<file path="src/rtl/cam_capture_ctrl.sv">
// Stereo frame capture controller: arms on a host command, starts on a clean SOF,
// writes {L,R} pixels into a double-buffered frame store and checks frame geometry.
module cam_capture_ctrl #(
    parameter int PIXEL_WIDTH = 8,
    parameter int H_BITS      = 11,
    parameter int V_BITS      = 10,
    parameter int ADDR_WIDTH  = 21
) (
    input  logic                     CLK,
    input  logic                     RST_N,
    input  logic                     iVSYNC,
    input  logic                     iDE,
    input  logic [PIXEL_WIDTH-1:0]   iDATA_L,
    input  logic [PIXEL_WIDTH-1:0]   iDATA_R,
    input  logic                     iSTART,
    input  logic                     iSTOP,
    input  logic                     iCONT,
    input  logic [H_BITS-1:0]        iEXP_W,
    input  logic [V_BITS-1:0]        iEXP_H,
    output logic                     oWE,
    output logic [ADDR_WIDTH-1:0]    oWADDR,
    output logic [2*PIXEL_WIDTH-1:0] oWDATA,
    output logic                     oBANK,
    output logic                     oBUSY,
    output logic                     oFRAME_DONE,
    output logic                     oERR_SIZE,
    output logic [H_BITS-1:0]        oMEAS_W,
    output logic [V_BITS-1:0]        oMEAS_H,
    output logic [15:0]              oFRAME_CNT
);

    localparam int PROD_W = H_BITS + V_BITS;

    typedef enum logic [1:0] {
        S_IDLE,
        S_WAIT_GAP,
        S_WAIT_SOF,
        S_CAPTURE
    } state_t;

    state_t state, state_n;

    logic                   vs_r, vs_d, de_r, de_d;
    logic [PIXEL_WIDTH-1:0] dl_r, dr_r;
    logic                   sof, eof, eol;

    logic                   cont_q, stop_pend;
    logic [H_BITS-1:0]      exp_w_q;
    logic [V_BITS-1:0]      exp_h_q;
    logic [ADDR_WIDTH-1:0]  limit_q;
    logic [PROD_W-1:0]      prod;

    logic [H_BITS-1:0]      pix_cnt;
    logic                   pix_ovf;
    logic [V_BITS-1:0]      line_cnt, line_eff;
    logic [ADDR_WIDTH-1:0]  addr;
    logic                   wr_ok;

    logic                   start_acc, cap_clear, stop_set;

    always_ff @(posedge CLK or negedge RST_N) begin
        if (!RST_N) begin
            vs_r <= 1'b0;
            vs_d <= 1'b0;
            de_r <= 1'b0;
            de_d <= 1'b0;
            dl_r <= '0;
            dr_r <= '0;
        end else begin
            vs_r <= iVSYNC;
            vs_d <= vs_r;
            de_r <= iDE;
            de_d <= de_r;
            dl_r <= iDATA_L;
            dr_r <= iDATA_R;
        end
    end

    assign sof   = vs_r & ~vs_d;
    assign eof   = ~vs_r & vs_d;
    assign eol   = ~de_r & de_d;
    assign prod  = PROD_W'(iEXP_W) * PROD_W'(iEXP_H);
    assign wr_ok = (addr < limit_q);
    assign oBUSY = (state != S_IDLE);

    // A line ending in the EOF cycle is counted before the height compare.
    assign line_eff = (eol && (line_cnt != '1)) ? line_cnt + V_BITS'(1) : line_cnt;

    always_comb begin
        state_n   = state;
        start_acc = 1'b0;
        cap_clear = 1'b0;
        stop_set  = 1'b0;
        case (state)
            S_IDLE: begin
                if (iSTART && !iSTOP) begin
                    start_acc = 1'b1;
                    state_n   = S_WAIT_GAP;
                end
            end
            S_WAIT_GAP: begin
                if (iSTOP)      state_n = S_IDLE;
                else if (!vs_r) state_n = S_WAIT_SOF;
            end
            S_WAIT_SOF: begin
                if (iSTOP) begin
                    state_n = S_IDLE;
                end else if (sof) begin
                    cap_clear = 1'b1;
                    state_n   = S_CAPTURE;
                end
            end
            S_CAPTURE: begin
                stop_set = iSTOP;
                if (eof) begin
                    if (cont_q && !stop_pend && !iSTOP) state_n = S_WAIT_SOF;
                    else                                state_n = S_IDLE;
                end
            end
            default: state_n = S_IDLE;
        endcase
    end

    always_ff @(posedge CLK or negedge RST_N) begin
        if (!RST_N) begin
            state     <= S_IDLE;
            stop_pend <= 1'b0;
        end else begin
            state     <= state_n;
            stop_pend <= (state_n == S_IDLE) ? 1'b0 : (stop_pend | stop_set);
        end
    end

    always_ff @(posedge CLK or negedge RST_N) begin
        if (!RST_N) begin
            cont_q      <= 1'b0;
            exp_w_q     <= '0;
            exp_h_q     <= '0;
            limit_q     <= '0;
            pix_cnt     <= '0;
            pix_ovf     <= 1'b0;
            line_cnt    <= '0;
            addr        <= '0;
            oWE         <= 1'b0;
            oWADDR      <= '0;
            oWDATA      <= '0;
            oBANK       <= 1'b0;
            oFRAME_DONE <= 1'b0;
            oERR_SIZE   <= 1'b0;
            oMEAS_W     <= '0;
            oMEAS_H     <= '0;
            oFRAME_CNT  <= '0;
        end else begin
            oWE         <= 1'b0;
            oFRAME_DONE <= 1'b0;

            if (start_acc) begin
                cont_q     <= iCONT;
                exp_w_q    <= iEXP_W;
                exp_h_q    <= iEXP_H;
                limit_q    <= ADDR_WIDTH'(prod);
                oERR_SIZE  <= 1'b0;
                oFRAME_CNT <= '0;
            end

            if (cap_clear) begin
                pix_cnt  <= '0;
                pix_ovf  <= 1'b0;
                line_cnt <= '0;
                addr     <= '0;
            end

            if (state == S_CAPTURE) begin
                if (de_r) begin
                    // Saturated counter plus an overflow flag flags over-long lines.
                    if (pix_cnt == '1) pix_ovf <= 1'b1;
                    else               pix_cnt <= pix_cnt + H_BITS'(1);
                    if (wr_ok) begin
                        oWE    <= 1'b1;
                        oWADDR <= addr;
                        oWDATA <= {dl_r, dr_r};
                        addr   <= addr + ADDR_WIDTH'(1);
                    end else begin
                        oERR_SIZE <= 1'b1;
                    end
                end
                if (eol) begin
                    line_cnt <= line_eff;
                    oMEAS_W  <= pix_cnt;
                    if (pix_ovf || (pix_cnt != exp_w_q)) oERR_SIZE <= 1'b1;
                    pix_cnt  <= '0;
                    pix_ovf  <= 1'b0;
                end
                if (eof) begin
                    if (line_eff != exp_h_q) oERR_SIZE <= 1'b1;
                    oMEAS_H     <= line_eff;
                    oFRAME_DONE <= 1'b1;
                    oFRAME_CNT  <= oFRAME_CNT + 16'd1;
                    oBANK       <= ~oBANK;
                end
            end
        end
    end

endmodule

</file>
<file path="config.mk">
export PLATFORM = sky130hd
export DESIGN_NAME = cam_capture_ctrl
export DESIGN_NICKNAME = d
export VERILOG_FILES = /design/src/rtl/cam_capture_ctrl.sv
export SDC_FILE = /design/constraint.sdc
export NUM_CORES = 1
export LEC_CHECK = 0
export ABC_AREA = 1
export CAP_MARGIN = 0
export CORE_MARGIN = 4
export CORE_UTILIZATION = 53
export CTS_CLUSTER_SIZE = 16
export DETAILED_ROUTE_END_ITERATION = 16
export GPL_ROUTABILITY_DRIVEN = 0
export PLACE_DENSITY = 0.75
export SKIP_CTS_REPAIR_TIMING = 1
export SYNTH_ARGS = -nofsm -noshare
export SYNTH_HDL_FRONTEND = slang
export SYNTH_SLANG_ARGS = --single-unit
export TNS_END_PERCENT = 30
</file>
<file path="constraint.sdc">
create_clock -name CLK -period 1.75 [get_ports CLK]
set_input_delay 0.2625 -clock CLK [delete_from_list [all_inputs] [get_ports CLK]]
set_output_delay 0.2625 -clock CLK [all_outputs]
set_load 0.02 [all_outputs]
</file>
### Word-level counts from Yosys, hierarchy flattened

Cells that the tools add are included.

* $lt $le $gt $ge: 1
* reductions and logical operators: 13
* equal/unequal tests: 7
* bitwise gates (word level): 8
* $add $sub $neg: 4
* multiplexer cells: 49
* multiply operators: 1

Operators by type and width (count)
* 2-to-1 mux 21 bit: 4
* 2-to-1 mux 11 bit: 5
* 2-to-1 mux 16 bit: 3
* 2-to-1 mux 10 bit: 4
* 2-to-1 mux 1 bit: 25
* adder 21 x 1 -> 21 bit, second input constant: 1
* less-than comparator 21 bit: 1
* multiplier 11 x 10 -> 21 bit: 1
* adder 16 x 1 -> 16 bit, second input constant: 1
* 2-to-1 mux 2 bit: 7
* adder 11 x 1 -> 11 bit, second input constant: 1
* == test 11 bit, second input constant: 1
* inequality test 11 bit: 1
* adder 10 x 1 -> 10 bit, second input constant: 1
* inequality test 10 bit: 1
* inequality test 10 bit, second input constant: 1
* one-hot mux 2 bit (4 select lines): 1
* == test 2 bit, second input constant: 2
* logical AND 1 bit: 4
* zero test 2 bit: 2
* NOT 1 bit: 4
* AND reduction 2 bit: 2
* bitwise AND 1 bit: 3
* AND reduction 3 bit: 1
* 5 further kinds: 6

* word-level logic and storage cells: 108
* input bits: 44
* output and inout port bits: 79
* register bits after elaboration: 187

### Depth between registers and ports, before layout

Gate-level depths: netlist of the first run.

* word-level depth: 12
* mapped depth: 24
* mapped depth without buffers: 23

### Worst setup path after synthesis of the first run

No wires, ideal clock.

* kind: input port to flip-flop
* start: input iEXP_W[0]
* end: register limit_q[16]
* data required time: 1.632 ns
* data arrival time: 4.640 ns
* buffers on the path: 1
* slack: -3.008 ns
* stages on the path: 21
* cells stage by stage: clkbuf_1 nand2_1 fa_1 fa_1 inv_1 fa_1 fa_1 inv_1 fa_1 inv_1 ha_1 inv_1 o21bai_1 a21boi_0 nand2_1 a21oi_1 inv_1 nand2_1 nand3b_1 nand3_1 nand2_1

* cells in the longest elaborated chain, start to end: 1

Ends and longest elaborated chain
* start: declaration: line 18 `input logic [H_BITS-1:0] iEXP_W,`
* multiplier 11 x 10 -> 21 bit: line 82 `assign prod = PROD_W'(iEXP_W) * PROD_W'(iEXP_H);`
* end signal: assignment: line 161 `limit_q <= ADDR_WIDTH'(prod);`
* end: declaration: line 50 `logic [ADDR_WIDTH-1:0] limit_q;`

No other way between the ends.
A chain may end at the register's enable or synchronous reset.

### Final worst setup path of the first run

* start: input iEXP_H[3]
* end: register limit_q[11]

* cells in the longest elaborated chain, start to end: 1

Ends and longest elaborated chain
* start: declaration: line 19 `input logic [V_BITS-1:0] iEXP_H,`
* multiplier 11 x 10 -> 21 bit: line 82

No other way between the ends.

==> results.json, run 1 <==
{
  "p_leak_nw": 9.449,
  "hold_path_class": "in2reg",
  "antenna_found_initial": 0,
  "period_share_pct": 245.3,
  "area_delta_synth_final_pct": 37.95,
  "grt_pass1_vias": 12030,
  "cts_made_buffers": 17,
  "placed_cells": 2231,
  "boundaryPins": 123,
  "die_x_um": 164.1,
  "final_util_pct": 75.18,
  "violations": "negative setup slack",
  "initial_utilization_pct": 54.50,
  "wirelength_um": 36980,
  "layout-drive-gt1-share_pct": 24.32,
  "dr.pass1.iters": 9,
  "worst_path_max_delay_cell": "fa_1",
  "diodes": 0,
  "clk_latency_ns": 0.45,
  "ir_worst_vdd_mv": 1.386,
  "finClkSkew_ns": 0.01699,
  "dieArea_mm2": 0.02691,
  "synth_area_per_cell_um2": 7.798,
  "required_ns": 2.07,
  "drtIter0Drc": 1144,
  "ys_ff_latch": 187,
  "total_power_mw": 29.79,
  "status": "finished, violations left",
  "tightest_slew_ns": 0.4711,
  "arrival_ns": 4.62,
  "power_density_mw_per_mm2": 1673,
  "crit_chain": "buf_6 > buf_12 > nand2_4 > fa_1 > inv_2 > fa_1 > inv_2 > fa_1 > inv_2 > fa_1 > inv_1 > fa_1 > inv_2 > ha_4 > nand2_2 > nor2_4 > inv_2 > o21ai_4 > buf_4 > buf_4 > nand2_1 > nand2_1 > o22ai_1",
  "final.min_clock_period_ns": 4.293,
  "grt.overflow.total": 0,
  "fmax_ghz": 0.2329,
  "synth-seq-area-share_pct": 36.26,
  "die_y_um": 164.1,
  "critPathCaptureType": "register",
  "cts_tree": "built",
  "grt_pass1_wl_um": 55700,
  "finalSetupViolCount": 78,
  "vias": 12250,
  "rsz0062_at_grt": "true",
  "crit_type": "in2reg",
  "grt_use_total_pct": 25.38,
  "num_rows": 56,
  "ctsHtreeMaxLevel": 4,
  "via_per_inst": 5.343,
  "layout.cells.non_filler": 2293,
  "slew_violations": 0,
  "syn-num-nets": 1849,
  "cts_sinks": 187,
  "yosysWarnings": 0,
  "start_kind": "input pin",
  "syn_area_mm2": 0.01291,
  "grt_max_degree": 66,
  "cts.path.max_buffers": 2,
  "dp_hpwl_um": 25880,
  "finalNetCount": 2155,
  "synth_cell_types": 42,
  "netlist_instances": 1655,
  "coreArea_mm2": 0.02368,
  "path_max_fanout": 7,
  "hold_viol_final": 0,
  "clkTransAtPathRegs_ns": 0.07,
  "drv_cap": 0,
  "wl_per_cell_um": 16.13,
  "relSlewSlack_pct": 68.59,
  "layout_setup_ws_ns": -2.543,
  "crit_path_max_incr_delay_ns": 0.56,
  "drc": 0,
  "final_antenna_net_count": 0,
  "port-buffer-count": 122,
  "root_buffer": "clkbuf_16"
}
## layout by cell type (no fill, tap or decap), drive strengths merged, types with 45 or more instances in the layout
cell	count
a21oi	45
nand3	92
nor2	78
dfrtp	187
clkdlybuf4s50	82
ha	80
buf	222
o21ai	116
nand2	499
fa	70
inv	304
## worst max-delay path: cells and delay by family
family	cells	cell delay [ns]
fa+ha+maj	6	2.96
simple gates	5	0.40
compound gates	2	0.26
buf+inv	10	0.72
## cell families after synthesis
kind of cell / count (synthesis) / synth area share [%]
compound gates: 207 / 8.764
fa+ha+maj: 150 / 18.61
buf+inv: 358 / 10.73
flops: 187 / 36.26
xor+xnor: 33 / 2.239
simple gates: 720 / 23.39
## routing by layer
metal  up-vias  global-route usage, %  wire [um]
met3       118                  3.614       1984
met2       483                  45.64      19260
li1       5781                      -          -
met5         -                      0          0
met1      5870                  31.29      14580
met4         0                  8.807       1157
## report_power, final
group | internal (mW) | leakage, nW | switching, mW
clock network | 2.05 | 0.293 | 1.93
registers | 5.80 | 2.34 | 1.03
logic | 8.73 | 6.81 | 10.3
## cells in the mapped netlist, drive strengths merged
master | n | area share (%)
dfrtp | 187 | 36
nor3 | 27 | 1.2
nand4 | 12 | 0.58
o21bai | 6 | 0.35
o21a | 1 | 0.058
nor2 | 78 | 2.6
o31ai | 3 | 0.17
clkinv | 1 | 0.029
clkbuf | 39 | 1.1
a31oi | 2 | 0.097
o32ai | 1 | 0.068
inv | 299 | 8.7
nand3b | 6 | 0.35
o21ai | 116 | 4.5
a21o | 1 | 0.058
xor2 | 29 | 2.0
o211ai | 10 | 0.58
a21oi | 45 | 1.7
a311oi | 1 | 0.068
nor4 | 3 | 0.15
nand3 | 92 | 3.8
fa | 70 | 11
or2 | 3 | 0.15
nand2 | 499 | 15
buf | 19 | 0.87
o2111ai | 1 | 0.068
a211oi | 1 | 0.058
o22ai | 17 | 0.82
a21boi | 2 | 0.12
ha | 80 | 7.8
xnor2 | 4 | 0.27
## metrics by stage
step / worst slack [ns] / instance area [um^2] / setup TNS (ns) / hold slack (ns)
floorplan: -2.445 / 13370 / -39.43 / -0.03309
global placement: -3.256 / 16100 / -65.49 / 0.2549
detailed placement: -3.350 / 16100 / -72.69 / 0.2497
CTS: -2.907 / 16700 / -66.50 / -0.2172
global route: -2.687 / 17800 / -73.40 / 0.2375
finish: -2.543 / 17800 / -61.86 / 0.2180
## cell type report
| class | instances | area (um^2) |
|---|---|---|
| clock buffers | 17 | 425.4 |
| clock inverters | 15 | 177.7 |
| fillers | 1569 | 5878 |
| inverters | 300 | 1137 |
| multi-input cells | 1110 | 7734 |
| flip-flops and latches | 187 | 4681 |
| well taps | 319 | 399.1 |
| repair buffers | 344 | 3242 |
| repair inverters | 1 | 8.758 |
## flip-flops by register name, indices dropped and copies added (netlist names), 11 cells and up
signal,count
addr,21
exp_w_q,11
limit_q,21
oFRAME_CNT,16
oMEAS_W,11
oWADDR,21
oWDATA,16
pix_cnt,11
## final timing paths
kind | end | start | cells past startpoint | slack (ns)
max in group asynchronous | pix_cnt[2] | RST_N | 3 | 0.84
worst min-delay path | exp_h_q[2] | iEXP_H[2] | 4 | 0.22
worst max register to register | oWADDR[10] | addr[14] | 12 | -0.51
min in group asynchronous | oMEAS_H[6] | RST_N | 2 | 0.33
worst min register to register | vs_d | vs_r | 0 | 0.43
worst max-delay path | limit_q[11] | iEXP_H[3] | 23 | -2.54
No activity file was read; power rests on OpenSTA's default activity.
==> inputs of run 2 (changes only) <==
CORE_MARGIN = 2   (was 4)
PLACE_DENSITY = 0.77   (was 0.75)
==> results.json, run 2 (same netlist as run 1, synthesis figures left out) <==
{
  "relSlewSlack_pct": 69.43,
  "critPathCaptureType": "register",
  "tightest_slew_ns": 0.4551,
  "cts_tree": "built",
  "hold_viol_final": 0,
  "final_util_pct": 74.68,
  "ir_worst_vdd_mv": 1.451,
  "place_area_mm2": 0.01605,
  "r2r-end": "oWADDR[5]",
  "multi_input_area_mm2": 0.007906,
  "final.min_clock_period_ns": 4.317,
  "clk_latency_ns": 0.44,
  "r2r_start": "limit_q[3]",
  "drv_cap": 0,
  "layout.cells.non_filler": 2292,
  "status": "finished, violations left",
  "ctsHtreeMaxLevel": 4,
  "port-buffer-count": 122,
  "grt_use_total_pct": 26.76,
  "crit_type": "in2reg",
  "boundaryPins": 123,
  "grt.overflow.total": 0,
  "vias": 12930,
  "violations": "negative setup slack",
  "cts_made_buffers": 17,
  "arrival_ns": 4.70,
  "power_density_mw_per_mm2": 1746,
  "clkTransAtPathRegs_ns": 0.09,
  "num_rows": 57,
  "cts.path.max_buffers": 2,
  "diodes": 0,
  "finalSetupViolCount": 81,
  "coreArea_mm2": 0.02411,
  "n_fill_cell": 1516,
  "final_cell_mix": "421 x nand2_1, 259 x inv_1, 186 x dfrtp_1",
  "reg_top3": "addr x21, limit_q x21, oWADDR x21",
  "dieArea_mm2": 0.02562,
  "p_leak_nw": 9.457,
  "stdcell_area_mm2": 0.01800,
  "drc": 0,
  "layout-drive-gt1-share_pct": 25.51,
  "r2r_cells": 13,
  "path_max_fanout": 8,
  "finalNetCount": 2149,
  "dr.pass1.iters": 8,
  "finClkSkew_ns": 0.02103,
  "regArea_mm2": 0.004681,
  "wl_per_cell_um": 18.14,
  "fmax_ghz": 0.2316,
  "final_antenna_net_count": 0,
  "area_delta_synth_final_pct": 39.48,
  "die_x_um": 160.1,
  "rsz0062_at_grt": "true",
  "initial_utilization_pct": 53.54,
  "total_power_mw": 31.43,
  "antenna_found_initial": 0,
  "period_share_pct": 246.7,
  "placed_cells": 2230,
  "worstHoldEndpoint": "dr_r[2]",
  "required_ns": 2.13,
  "drtIter0Drc": 1282,
  "grt_pass1_wl_um": 56410,
  "start_kind": "input pin",
  "die_y_um": 160.1,
  "hold_start": "iDATA_R[2]",
  "grt_pass1_vias": 12210,
  "reg2reg_setup_slack_ns": -0.48,
  "holdPathStages": 1,
  "cts_sinks": 187,
  "hold_path_class": "in2reg",
  "layout_setup_ws_ns": -2.567,
  "final_common_cell": "nand2_1",
  "slew_violations": 0,
  "via_per_inst": 5.640,
  "root_buffer": "clkbuf_16",
  "grt_max_degree": 62,
  "wirelength_um": 41570,
  "dp_hpwl_um": 25200
}
## run 2: cell count changes in the layout (fill, tap and decap cells not counted), sizes merged
cell | before | now
inv | 304 | 302
clkinv | 9 | 11
clkdlybuf4s50 | 82 | 86
bufinv | 1 | 0
dlymetal6s2s | 22 | 19
clkbuf | 34 | 36
buf | 222 | 214
## run 2: per-layer routing
| layer | global-route usage [%] | wire, um | vias up |
|---|---|---|---|
| met4 | 10.97 | 2842 | 0 |
| met5 | 0 | 0 | - |
| li1 | - | - | 5764 |
| met2 | 47.84 | 21070 | 726 |
| met3 | 3.013 | 2613 | 257 |
| met1 | 33.10 | 15050 | 6180 |
## run 2: power by group
| group | leakage (nW) | internal (mW) | total, mW | switching (mW) |
|---|---|---|---|---|
| Combinational | 6.82 | 9.05 | 20.6 | 11.5 |
| Clock | 0.292 | 1.96 | 3.97 | 2.01 |
| Sequential | 2.34 | 5.80 | 6.87 | 1.07 |
| Total | 9.46 | 16.8 | 31.4 | 14.6 |
## run 2: stage by stage
stage	setup WS, ns	hold WS [ns]	setup TNS (ns)
floorplan	-2.445	-0.03309	-39.43
global placement	-3.140	0.1810	-66.40
detailed placement	-3.260	0.1828	-69.96
CTS	-2.825	-0.2807	-63.82
global route	-2.701	0.2441	-74.31
finish	-2.567	0.2495	-64.27
## run 2: cell type report
type,instances,area share [%]
multi-input combinational,1110,43.92
sequential,187,26.00
timing repair buffer,339,18.08
inverter,300,6.311
clock buffer,17,2.363
tap,324,2.252
clock inverter,15,1.070
## run 2: worst max-delay path by stage
stage / start / to / slack [ns] / cells past startpoint
6_report: iEXP_W[6] / limit_q[15] / -2.57 / 23
3_5_place_dp: iEXP_W[8] / limit_q[19] / -3.26 / 23
2_1_floorplan: iEXP_W[8] / limit_q[16] / -2.45 / 21
3_3_place_gp: iEXP_W[6] / limit_q[19] / -3.14 / 24
4_1_cts: iEXP_W[8] / limit_q[19] / -2.83 / 23
5_1_grt: iEXP_W[6] / limit_q[16] / -2.70 / 25
## run 2: critical path, stage by stage
cell      delay [ns]
buf_6           0.07
buf_8           0.14
nand2_4         0.06
fa_1            0.55
inv_2           0.05
fa_1            0.58
inv_2           0.05
fa_1            0.52
inv_2           0.04
fa_1            0.51
inv_1           0.05
fa_1            0.50
inv_2           0.05
ha_4            0.26
nand2_1         0.14
nand2_2         0.11
a21boi_4        0.22
o21ai_4         0.10
a21oi_2         0.16
nor2_1          0.06
nor2_1          0.08
nand2_1         0.06
nand2_1         0.05
==> inputs of run 3 (changes only) <==
CTS_BUF_LIST = sky130_fd_sc_hd__clkbuf_4 sky130_fd_sc_hd__clkbuf_8 sky130_fd_sc_hd__clkbuf_16   (was unset)
==> results of run 3 <==
No change in the layout: final DEF, timing and power equal those of run 2.
==> RTL edit 1 (flow settings as in run 1) <==
Add an input register stage for `iEXP_H`; this delays it by one clock. The other inputs are not delayed to match.
--- a/src/rtl/cam_capture_ctrl.sv
+++ b/src/rtl/cam_capture_ctrl.sv
@@ -38,6 +38,12 @@
         S_CAPTURE
     } state_t;
 
+    logic [V_BITS-1:0] iEXP_H_q;
+
+    always_ff @(posedge CLK) begin
+        iEXP_H_q <= iEXP_H;
+    end
+
     state_t state, state_n;
 
     logic                   vs_r, vs_d, de_r, de_d;
@@ -79,7 +85,7 @@
     assign sof   = vs_r & ~vs_d;
     assign eof   = ~vs_r & vs_d;
     assign eol   = ~de_r & de_d;
-    assign prod  = PROD_W'(iEXP_W) * PROD_W'(iEXP_H);
+    assign prod  = PROD_W'(iEXP_W) * PROD_W'(iEXP_H_q);
     assign wr_ok = (addr < limit_q);
     assign oBUSY = (state != S_IDLE);
 
@@ -157,7 +163,7 @@
             if (start_acc) begin
                 cont_q     <= iCONT;
                 exp_w_q    <= iEXP_W;
-                exp_h_q    <= iEXP_H;
+                exp_h_q    <= iEXP_H_q;
                 limit_q    <= ADDR_WIDTH'(prod);
                 oERR_SIZE  <= 1'b0;
                 oFRAME_CNT <= '0;
Behaviour: not the same (a bounded check fails within 10 cycles, from zero or initial values and one cycle with RST_N low).
==> RTL edit 1 against run 1 <==
  * The run still ends with setup timing left
  * Sequential cell count increased by 10
  * Hold slack improved by 8.4 ps
  * Routed wire length up 20%
  * Clock power grew 5.8%
  * Total power is 11% higher
  * First-iteration DRC count up 31%
  * Setup slack lost 500 ps
  * Cell area increased by 5.3%
  * Non-clock buffer count grew 29
  * Utilization up 1.9 points
  * Count of clock-buffer cells in the layout grew 1
  * Area after synthesis is 1.7% higher
  * Critical endpoint is now limit_q[20]$_DFFE_PN0P_
==> RTL edit 1: results (changes against run 1) <==
Timing
  – Worst Hold Slack: 226.4 ps (+8.403 ps)
  – Clock skew: 20.54 ps (+3.549 ps)
  – Worst setup margin: -3043 ps (-499.5 ps)
  – # setup viols final: 85 (+9.0%)
  – Sum of negative setup slack: -76,100 ps (-14,240 ps)

Power and ir drop
  – Fraction of power spent switching nets: 45.75% (+1.4 points)
  – Cell Pwr Density: 1763 nW/um^2 (+5.3%)
  – P_leak: 0.009791 uW (+3.6%)
  – Gate power share: 65.6% (+1.9 points)

Finish
  – Clock-cell share of area: 3.351% (-0.036 points)
  – Inverters: 294 (-2.3%)
  – Share of layout cells above drive strength 1: 27.36% (+3.0 points)
  – Final Non-Filler Cells: 2,339 (+2.0%)
  – Fill cells: 1,423 (-9.3%)
  – #MultiIn Comb: 1,118 (+0.72%)
  – Reg area: 4913 um^2 (+5.0%)
  – Layout Nets: 2,195 (+1.9%)
  – Bufs w/o clock: 373 (+8.4%)

Critical path
  – R2R depth: 18 (+6)
  – Worst path arrival time: 5100 ps (+480 ps)

GRT
  – Largest net degree at the start of global routing: 69 (+4.5%)
  – M3 GR Usage: 2.978% (-0.64 points)
  – GRT Total Usage: 25.51% (+0.13 points)

Yosys
  – Distinct cells, synth: 46 (+9.5%)
  – Syn_nets: 1,858 (+0.49%)
  – Synth Register Bits: 197 (+5.3%)

Die
  – Cell Rows: 57 (+1.8%)

Run status
  – Status: finished with violations
  – Failing checks: setup timing
RTL edit 1: cell types whose count changed in the layout (fill, tap and decap cells not counted), moves of 9 or more:
cell            change
buf_4              +20
dfxtp_4             +9
dlymetal6s2s_1      +9
ha_1               -13
ha_4               +11
inv_1              -11
nand2_1            -19
nand2_2             +9
RTL edit 1: logic make-up (layout without fill, tap and decap cells):
logic type | count (synthesis) | count (layout) | synth area share, %
DFF | 197 | 197 | 37.16
buffers and inverters | 349 | 699 | 10.40
xor gates and xnor gates | 33 | 33 | 2.201
other | 0 | 1 | 0
and+or+nand+nor | 719 | 719 | 23.05
AOI/OAI and AO/OA | 216 | 216 | 8.899
adders and majority gates | 150 | 150 | 18.29
RTL edit 1: per-layer routing:
metal,vias up,wire (um)
met5,-,0
met4,0,2975
met3,267,3089
met2,802,22330
met1,6375,16090
li1,5884,-
==> RTL edit 2 (config.mk and constraints of run 1) <==
Without the edit above. The parameter `PIXEL_WIDTH` goes from 8 to 12.
--- a/src/rtl/cam_capture_ctrl.sv
+++ b/src/rtl/cam_capture_ctrl.sv
@@ -1,7 +1,7 @@
 // Stereo frame capture controller: arms on a host command, starts on a clean SOF,
 // writes {L,R} pixels into a double-buffered frame store and checks frame geometry.
 module cam_capture_ctrl #(
-    parameter int PIXEL_WIDTH = 8,
+    parameter int PIXEL_WIDTH = 12,
     parameter int H_BITS      = 11,
     parameter int V_BITS      = 10,
     parameter int ADDR_WIDTH  = 21
Ports: changed (resized iDATA_L, iDATA_R and oWDATA); port bits go from 123 to 139. No check against the original RTL was run, so the function may have changed too.
==> RTL edit 2 against run 1 <==
  * The flow still finishes with violations (setup timing)
  * Area after synthesis up 4.0%
  * Synthesized cell count grew 2.8%
  * Hold slack got worse by 100 ps
  * Clock skew rose by 11 ps
  * Cell area rose by 9.9%
  * Total power rose by 8.5%
  * Critical path depth is the same
  * Sequential cell count up 16
  * Utilization grew 4.3 points
  * Clock power is 32% higher
  * Setup slack gained 240 ps
  * Routed wire length increased by 16%
  * Non-clock buffer count up 35
  * Maximum frequency is 5.8% higher
  * Critical path type unchanged
  * Largest power group unchanged
  * Highest routed layer unchanged
==> RTL edit 2: results (changes against run 1) <==
Finish
  – Multi-input gate share of total cell area: 42.19% (-1.2 points)
  – Fill cells: 1,460 (-6.9%)
  – Bufs w/o clock: 379 (+10%)
  – Layout Nets: 2,249 (+4.4%)
  – Inverters: 291 (-3.3%)
  – # clk buffers: 35 (+18)
  – Final Non-Filler Cells: 2,389 (+4.2%)

Timing
  – # setup viols final: 91 (+17%)
  – Least-Margin Pin Slew: 575.4 ps (+104.2 ps)
  – Worst setup margin: -2308 ps (+235.5 ps)
  – Worst Hold Slack: 117.0 ps (-101.1 ps)
  – Sum of negative setup slack: -65,720 ps (-3859 ps)

Critical path
  – Crit path to: limit_q[14]$_DFFE_PN0P_
  – Reg2Reg Launch Point: addr[17]$_DFF_PN0_
  – Critical path peak fanout: 4 (-3)

GRT
  – Met1 usage: 32.22% (+0.93 points)
  – GRT met2 Usage: 44.72% (-0.92 points)
  – Vias in the first global route: 12.67k (+5.3%)

CTS
  – CTS Buf Count: 24 (+7)
  – H-tree depth: 1 (-3)
  – CTS max path bufs: 3 (+1)
  – Worst-skew pair later-pin latency: 530 ps (+80 ps)

Detailed routing
  – Iteration-0 DRC Markers: 1,213 (+6.0%)
  – First-pass detailed-route iteration total: 6 (-3)
  – Post-Route WL: 42,910 um (+16%)
  – Met2 WL post-DR: 22,040 um (+14%)
  – Routed wl met3: 2733 um (+38%)

Power and ir drop
  – Flop pwr share: 22.2% (-0.7 points)
  – Clock group: 5250 uW (+32%)
  – Clock share of power: 16.2% (+2.8 points)

Run status
  – Status: finished with violations
  – Failing checks: setup timing

Yosys
  – Top cells by count, synth: nand2_1 (515), inv_1 (285), dfrtp_1 (203)
  – Seq/Total Area, Yosys: 37.84% (+1.6 points)
  – Distinct cells, synth: 51 (+21%)
  – Synth area leaders: dfrtp_1 (38%), nand2_1 (14%), fa_1 (10%), inv_1 (8.0%), ha_1 (7.5%)

Place
  – Placement Setup Slack: -3354 ps (-4.580 ps)
[RTL edit 2: logic make-up after synthesis]
logic type | synth area share (%)
and+or+nand+nor | 24.01
buffers and inverters | 10.13
DFF | 37.84
AOI/OAI and AO/OA | 8.173
adders and majority gates | 17.89
xor gates and xnor gates | 1.957
[RTL edit 2: critical path, delay by kind of cell]
kind	cells	cell delay [ps]
AO/OA/AOI/OAI	1	70
buffers and inverters	7	480
AND/OR/NAND/NOR	9	840
adder cells (fa/ha/maj)	6	2780
[RTL edit 2: how the worst min path moves through the flow]
stage	start	to	cells after the start
after global placement	RST_N	oMEAS_H[2]$_DFFE_PN0P_	1
after global routing	iEXP_W[8]	exp_w_q[8]$_DFFE_PN0P_	4
after CTS	RST_N	pix_cnt[0]$_DFF_PN0_	1
final	iEXP_H[2]	exp_h_q[2]$_DFFE_PN0P_	4
after floorplan	RST_N	addr[0]$_DFF_PN0_	0
after detailed placement	RST_N	oMEAS_H[2]$_DFFE_PN0P_	1
